==> src/rtl/async_fifo_pkg.sv <==
// Shared types and helpers for the async_fifo write-port arbiter.
// Holds the arbiter FSM states, clog2 and the round-robin search.
package async_fifo_pkg;

    localparam int MAXREQ = 16;

    typedef enum logic {
        ARB_IDLE,
        ARB_GRANT
    } arb_state_t;

    function automatic int clog2(input int v);
        int r;
        r = 0;
        for (int i = 0; i < 31; i++) begin
            if ((1 << i) < v) begin
                r = i + 1;
            end
        end
        return r;
    endfunction

    // Unused upper request bits are zero, so a 16-wide circular
    // search from ptr gives the same winner as a modulo-NREQ one.
    function automatic logic [3:0] rr_pick(
        input logic [MAXREQ-1:0] valid,
        input logic [3:0]        ptr
    );
        logic [3:0] j;
        rr_pick = ptr;
        for (int k = MAXREQ - 1; k >= 0; k--) begin
            j = ptr + 4'(k);
            if (valid[j]) begin
                rr_pick = j;
            end
        end
    endfunction

endpackage

==> src/rtl/async_fifo_wr_arbiter_if.sv <==
// Requester and FIFO write-port bundle for async_fifo_wr_arbiter.
// master = arbiter side, slave = requesters plus FIFO side.
interface async_fifo_wr_arbiter_if
    import async_fifo_pkg::*;
#(
    parameter int NREQ  = 4,
    parameter int DSIZE = 32
);
    localparam int IDW = clog2(NREQ);

    logic [NREQ-1:0]       req_valid;
    logic [NREQ*DSIZE-1:0] req_data;
    logic [NREQ-1:0]       req_ready;
    logic                  winc;
    logic [DSIZE-1:0]      wdata;
    logic                  wfull;
    logic [IDW-1:0]        grant_id;
    logic                  busy;

    modport master (
        input  req_valid, req_data, wfull,
        output req_ready, winc, wdata, grant_id, busy
    );

    modport slave (
        output req_valid, req_data, wfull,
        input  req_ready, winc, wdata, grant_id, busy
    );

endinterface

==> src/rtl/async_fifo_wr_arbiter_rr_picker.sv <==
// Combinational round-robin search over NREQ request bits.
// Returns the first set index at or above ptr, wrapping.
module rr_picker
    import async_fifo_pkg::*;
#(
    parameter int NREQ = 4,
    parameter int IDW  = clog2(NREQ)
) (
    input  logic [NREQ-1:0] valid,
    input  logic [IDW-1:0]  ptr,
    output logic [IDW-1:0]  idx,
    output logic            found
);

    logic [MAXREQ-1:0] v16;
    logic [3:0]        p4;
    logic [3:0]        pick;

    assign v16   = MAXREQ'(valid);
    assign p4    = 4'(ptr);
    assign pick  = rr_pick(v16, p4);
    assign idx   = IDW'(pick);
    assign found = |valid;

endmodule

==> src/rtl/async_fifo_wr_arbiter.sv <==
// Round-robin arbiter for the async_fifo write port, bounded bursts.
// ASYNC_FIFO_ARB_TAG_EN: overwrite top IDW data bits with the owner.
module async_fifo_wr_arbiter
    import async_fifo_pkg::*;
#(
    parameter int NREQ     = 4,
    parameter int DSIZE    = 32,
    parameter int MAXBURST = 8
) (
    input logic                   wclk,
    input logic                   wrst,
    async_fifo_wr_arbiter_if.master bus
);

    localparam int IDW = clog2(NREQ);
    localparam int CW  = clog2(MAXBURST + 1);
    localparam logic [CW-1:0] LAST = CW'(MAXBURST - 1);

    arb_state_t     state, state_nx;
    logic [IDW-1:0] own, own_nx;
    logic [IDW-1:0] ptr, ptr_nx;
    logic [CW-1:0]  cnt, cnt_nx;
    logic [IDW-1:0] pick_idx;
    logic           pick_found;
    logic [IDW-1:0] own_inc;
    logic           own_valid;
    logic           acc;
    logic [DSIZE-1:0] own_data;

    rr_picker #(
        .NREQ (NREQ),
        .IDW  (IDW)
    ) u_pick (
        .valid (bus.req_valid),
        .ptr   (ptr),
        .idx   (pick_idx),
        .found (pick_found)
    );

    assign own_valid = bus.req_valid[own];
    assign own_data  = bus.req_data[int'(own)*DSIZE +: DSIZE];
    assign own_inc   = (int'(own) == NREQ - 1) ? '0 : own + 1'b1;

    // Next-state: grant on any request, release on drop or burst end.
    always_comb begin
        state_nx = state;
        own_nx   = own;
        ptr_nx   = ptr;
        cnt_nx   = cnt;
        acc      = 1'b0;
        unique case (state)
            ARB_IDLE: begin
                if (pick_found) begin
                    state_nx = ARB_GRANT;
                    own_nx   = pick_idx;
                    cnt_nx   = '0;
                end
            end
            ARB_GRANT: begin
                acc = own_valid & ~bus.wfull;
                if (!own_valid) begin
                    state_nx = ARB_IDLE;
                    ptr_nx   = own_inc;
                end else if (acc) begin
                    if (cnt == LAST) begin
                        state_nx = ARB_IDLE;
                        ptr_nx   = own_inc;
                    end else begin
                        cnt_nx = cnt + 1'b1;
                    end
                end
            end
            default: state_nx = ARB_IDLE;
        endcase
    end

    // Owner, priority pointer and beat counter registers.
    always_ff @(posedge wclk or posedge wrst) begin
        if (wrst) begin
            state <= ARB_IDLE;
            own   <= '0;
            ptr   <= '0;
            cnt   <= '0;
        end else begin
            state <= state_nx;
            own   <= own_nx;
            ptr   <= ptr_nx;
            cnt   <= cnt_nx;
        end
    end

    assign bus.winc      = acc;
    assign bus.req_ready = acc ? (NREQ'(1) << own) : '0;
    assign bus.busy      = (state == ARB_GRANT);
    assign bus.grant_id  = own;

`ifdef ASYNC_FIFO_ARB_TAG_EN
    assign bus.wdata = {own, own_data[DSIZE-IDW-1:0]};
`else
    assign bus.wdata = own_data;
`endif

endmodule

==> src/flat_wrapper.sv <==
// flat-port wrapper written by rule: the top's interface ports become plain ports
module async_fifo_wr_arbiter_flat import async_fifo_pkg::*;
#(
    parameter int NREQ     = 4,
    parameter int DSIZE    = 32,
    parameter int MAXBURST = 8
)
  (wclk, wrst, bus_req_valid, bus_req_data, bus_wfull, bus_req_ready, bus_winc, bus_wdata, bus_grant_id, bus_busy);
  async_fifo_wr_arbiter_if #(.NREQ(NREQ), .DSIZE(DSIZE)) bus_i ();
  input logic wclk;
  input logic wrst;
  input wire logic [$bits(bus_i.req_valid)-1:0] bus_req_valid;
  input wire logic [$bits(bus_i.req_data)-1:0] bus_req_data;
  input wire logic [$bits(bus_i.wfull)-1:0] bus_wfull;
  output wire logic [$bits(bus_i.req_ready)-1:0] bus_req_ready;
  output wire logic [$bits(bus_i.winc)-1:0] bus_winc;
  output wire logic [$bits(bus_i.wdata)-1:0] bus_wdata;
  output wire logic [$bits(bus_i.grant_id)-1:0] bus_grant_id;
  output wire logic [$bits(bus_i.busy)-1:0] bus_busy;
  assign bus_i.req_valid = bus_req_valid;
  assign bus_i.req_data = bus_req_data;
  assign bus_i.wfull = bus_wfull;
  assign bus_req_ready = bus_i.req_ready;
  assign bus_winc = bus_i.winc;
  assign bus_wdata = bus_i.wdata;
  assign bus_grant_id = bus_i.grant_id;
  assign bus_busy = bus_i.busy;
  async_fifo_wr_arbiter #(.NREQ(NREQ), .DSIZE(DSIZE), .MAXBURST(MAXBURST)) u_core (.wclk(wclk), .wrst(wrst), .bus(bus_i));
endmodule
==> config.mk <==
export PLATFORM = sky130hd
export DESIGN_NAME = async_fifo_wr_arbiter_flat
export DESIGN_NICKNAME = d
export VERILOG_FILES = /design/src/rtl/async_fifo_pkg.sv /design/src/rtl/async_fifo_wr_arbiter_if.sv /design/src/rtl/async_fifo_wr_arbiter_rr_picker.sv /design/src/rtl/async_fifo_wr_arbiter.sv /design/src/flat_wrapper.sv
export SDC_FILE = /design/constraint.sdc
export NUM_CORES = 1
export LEC_CHECK = 0
export CORE_MARGIN = 4
export CORE_UTILIZATION = 32
export DETAILED_ROUTE_END_ITERATION = 8
export GPL_TIMING_DRIVEN = 0
export HOLD_SLACK_MARGIN = 0.12
export PLACE_DENSITY = 0.93
export SYNTH_ARGS = -nofsm -noshare
export SYNTH_HDL_FRONTEND = slang
export SYNTH_SLANG_ARGS = --single-unit
==> constraint.sdc <==
create_clock -name wclk -period 6.8 [get_ports wclk]
set_input_delay 1.02 -clock wclk [delete_from_list [all_inputs] [get_ports wclk]]
set_output_delay 1.02 -clock wclk [all_outputs]
set_load 0.01 [all_outputs]
==> qor.log <==
[layout] post-layout net count 455
[timing] minimum clock period 3.886 ns
[run_status] status completed
[synthesis] count of synthesis-stage warnings from yosys 0
[timing] Worst Max-Slew Pin Slew 0.6702 ns
[die] Die Y 80.09 um
[timing] Fmax 0.2573 GHz
[layout] filler cell count in the final layout 367
[die] die width 80.09 um
[flow_run] max-cap violations 0
[layout] count of inserted antenna diode cells 0
[pwr] Cell Pwr Density 333.5 nW/um^2
[pwr] proportion of power drawn by the clock network 5.6%
[worst_setup_path] Critical Path AT 2.87 ns
[global_route] sum of overflow across all layers after global routing 0
[layout] ratio of cells with drive above 1 in the final layout 17.63%
[global_route] number of antenna violations at the first check in global routing 1
[hold_path] kind of path behind the tightest hold check flip-flop to flip-flop
[worst_setup_path] Critical Path End Type output pin
[pwr] worst vdd rail ir drop 0.2210 mV
[timing] setup repair after global routing missed its margin false
[synthesis] portion of the post-synthesis area used by sequential elements 13.54%
[placed_design] HPWL reported at the end of detailed placement 7282 um
[worst_setup_path] CP max stage cell sky130_fd_sc_hd__mux4_2
[global_route] via count of the first global-routing pass 2175
[global_route] pin count of the biggest net entering global routing 11
[global_route] global-route wire length before repair 12320 um
[route] count of nets left with antenna violations after detail routing 0
[synthesis] number of enable-type register cells in the synthesized netlist 0
[synthesis] most used standard cell by instance count after synthesis sky130_fd_sc_hd__mux4_2
[synthesis] biggest area consumer among synthesized cells sky130_fd_sc_hd__mux4_2
[timing] final-report max-slew violation count 0
[global_route] GRT Util Overall 25.80%
[clocking] clock slew at the register clock pins of the worst setup and hold paths 0.05 ns
[clocking] CTS tree done
[pwr] cell-internal power 707.9 uW
[timing] final number of setup-violating endpoints 0
[route] First-pass DRT Iterations 4
[synthesis] FF+latch count, synth 9
[pwr] net switching power 470.5 uW
[route] Routed wire per std cell 21.99 um
[synthesis] Syn Std Cell Area 1663 um^2
[die] number of top-level pins 175
[timing] final-layout setup total negative slack 0 ns
[route] Avg Vias per Cell 5.248
[clocking] post-cts repair resize count 0
[clocking] Clock Latency Late Sink 0.25 ns
[synthesis] top cells by instance count after synthesis sky130_fd_sc_hd__mux4_2, sky130_fd_sc_hd__dfrtp_1, sky130_fd_sc_hd__inv_1
[clocking] number of buffers added by the clock tree synthesis step 3
[pwr] Sw Share 39.93%
[worst_setup_path] register-to-register setup slack 4.32 ns
[pwr] static leakage power 0.001328 uW
[route] total length of routed wires 8334 um
[timing] Tcrit/Tclk final 57.15%
[die] Core Footprint 4880 um^2
[worst_setup_path] Critical Setup Path Class input port to output pin
[synthesis] Cells after Synth 134
[worst_setup_path] worst-path fanout max 8
[route] Initial DRC Count 62
[clocking] number of post-CTS setup repair buffers 0
[clocking] clock tree root buffer cell sky130_fd_sc_hd__clkbuf_8
[clocking] buffers from clock root to sink, at most 2
[route] total DRC errors in the routed layout 0
[clocking] # hold bufs at CTS 0
[clocking] deepest level of the CTS H-tree 1
[layout] layout overhead on the synthesized area 112.5%
[clocking] total clock sinks 9
[worst_setup_path] Worst path most repeated cell sky130_fd_sc_hd__clkdlybuf4s50_1
[worst_setup_path] Max stage delay on crit path 0.60 ns
[synthesis] mean post-synth cell area 12.41 um^2
[synthesis] post-synthesis cell type count 41
[worst_setup_path] CP Cell Sequence clkdlybuf4s50_1 -> mux4_2 -> and3_1 -> clkdlybuf4s50_1
[die] die footprint 6414 um^2
[synthesis] most instantiated flip-flop cell in the synthesis netlist sky130_fd_sc_hd__dfrtp_1
[timing] hold violation count in the final report 0
[synthesis] cell types occupying the most area after synthesis sky130_fd_sc_hd__mux4_2, sky130_fd_sc_hd__dfrtp_1, sky130_fd_sc_hd__ha_1
[synthesis] synthesized net count 276
[timing] Worst Clk Skew 0.006290 ns
[placed_design] global placer's final weighted congestion 0.9347
[pwr] power after layout 1178 uW
[synthesis] proportion of register bits with asynchronous set or reset after synthesis 100.0%
[worst_setup_path] required arrival time at the worst endpoint 5.78 ns
[die] initial standard-cell utilization of the core 34.08%
[synthesis] top cell type's share of synthesized area 47.40%
[placed_design] Port Buffer Count 174
[pwr] Reg power frac 9.1%
[pwr] Comb pwr share 85.2%
[timing] relative slew slack 54.91%
[worst_setup_path] critical path startpoint category input port
[die] standard-cell rows 25
[route] overall via count from detail_route 1989
[final timing paths]
path,end,start,cells after the start
worst max register to register,u_core.bus.grant_id[0],u_core.ptr[0],9
max in group asynchronous,u_core.cnt[2],wrst,2
worst min-delay path,u_core.cnt[1],u_core.cnt[1],2
worst min register to register,u_core.cnt[1],u_core.cnt[1],2
min in group asynchronous,u_core.ptr[0],wrst,2
worst max-delay path,bus_req_ready[1],bus_req_valid[3],4
[cell families (layout without fill, tap and decap cells)]
kind of cell / Yosys count / after routing / share of synthesized area (%)
multiplexers: 42 / 42 / 52.82
AO/OA/AOI/OAI: 21 / 21 / 8.502
flip-flops: 9 / 9 / 13.54
buffers and inverters: 21 / 199 / 7.073
adder cells (fa/ha/maj): 7 / 7 / 5.267
AND/OR/NAND/NOR: 34 / 34 / 12.79
[stage by stage]
step                setup WS, ns  instance area [um^2]  std cells  hold slack (ns)  utilization, %
CTS                        2.931                  3533        379           0.5413           72.41
global route               2.866                  3533        379           0.5857           72.41
floorplan                  4.031                  1663        134           0.4867               -
finish                     2.914                  3533        379           0.5421           72.41
global placement           2.956                  3488        375           0.5145           71.49
detailed placement         2.931                  3488        375           0.5294           71.49
[routing by layer]
metal | track usage, % | vias up | wire [um]
met4 | 7.095 | 0 | 153
met1 | 28.57 | 953 | 2937
met5 | 0 | - | 0
met2 | 47.60 | 100 | 4410
met3 | 7.511 | 15 | 833
li1 | - | 921 | -
[layout by cell type, fill, tap and decap left out, types with 2 or more instances in the layout]
cell type,count
sky130_fd_sc_hd__nand3_1,6
sky130_fd_sc_hd__nand2_1,2
sky130_fd_sc_hd__nand3b_1,4
sky130_fd_sc_hd__nor4_1,2
sky130_fd_sc_hd__mux2i_1,3
sky130_fd_sc_hd__ha_1,7
sky130_fd_sc_hd__buf_2,4
sky130_fd_sc_hd__clkdlybuf4s50_1,174
sky130_fd_sc_hd__a21oi_1,3
sky130_fd_sc_hd__o211ai_1,2
sky130_fd_sc_hd__o21ai_0,5
sky130_fd_sc_hd__clkbuf_1,5
sky130_fd_sc_hd__mux4_2,35
sky130_fd_sc_hd__inv_1,8
sky130_fd_sc_hd__nor2_1,3
sky130_fd_sc_hd__mux2_2,3
sky130_fd_sc_hd__buf_6,4
sky130_fd_sc_hd__clkbuf_8,3
sky130_fd_sc_hd__and3_1,4
sky130_fd_sc_hd__nor3b_1,2
sky130_fd_sc_hd__a31oi_1,2
sky130_fd_sc_hd__dfrtp_1,9
sky130_fd_sc_hd__a21boi_0,2
[flip-flops by register name, indices dropped and copies added (netlist names)]
name	flops
u_core.cnt	4
u_core.ptr	2
u_core.bus.grant_id	2
u_core.bus.busy	1
[critical path: cells and delay by family]
kind	cells	cell delay, ns
buffers and inverters	2	1.03
and+or+nand+nor	1	0.20
muxes	1	0.60
[power by group through the flow]
stage                     sequential (uW)  clock, uW  combinational [uW]
final                                 107       66.6                1000
after global routing                  113       70.4                1070
after CTS                             107       66.8                1010
after detailed placement              108          0                1010
after global placement                106          0                 985
after floorplan                       105          0                 583
[final cells by class]
cell class | count | area [um^2] | share of cell area (%)
Sequential cell | 9 | 225.2 | 6.374
Clock buffer | 4 | 45.04 | 1.275
Buffer | 13 | 87.58 | 2.479
Inverter | 8 | 30.03 | 0.8499
Tap cell | 67 | 83.83 | 2.373
Timing Repair Buffer | 174 | 1742 | 49.29
Multi-Input combinational cell | 104 | 1320 | 37.36
No activity file was read; power rests on OpenSTA's default activity.
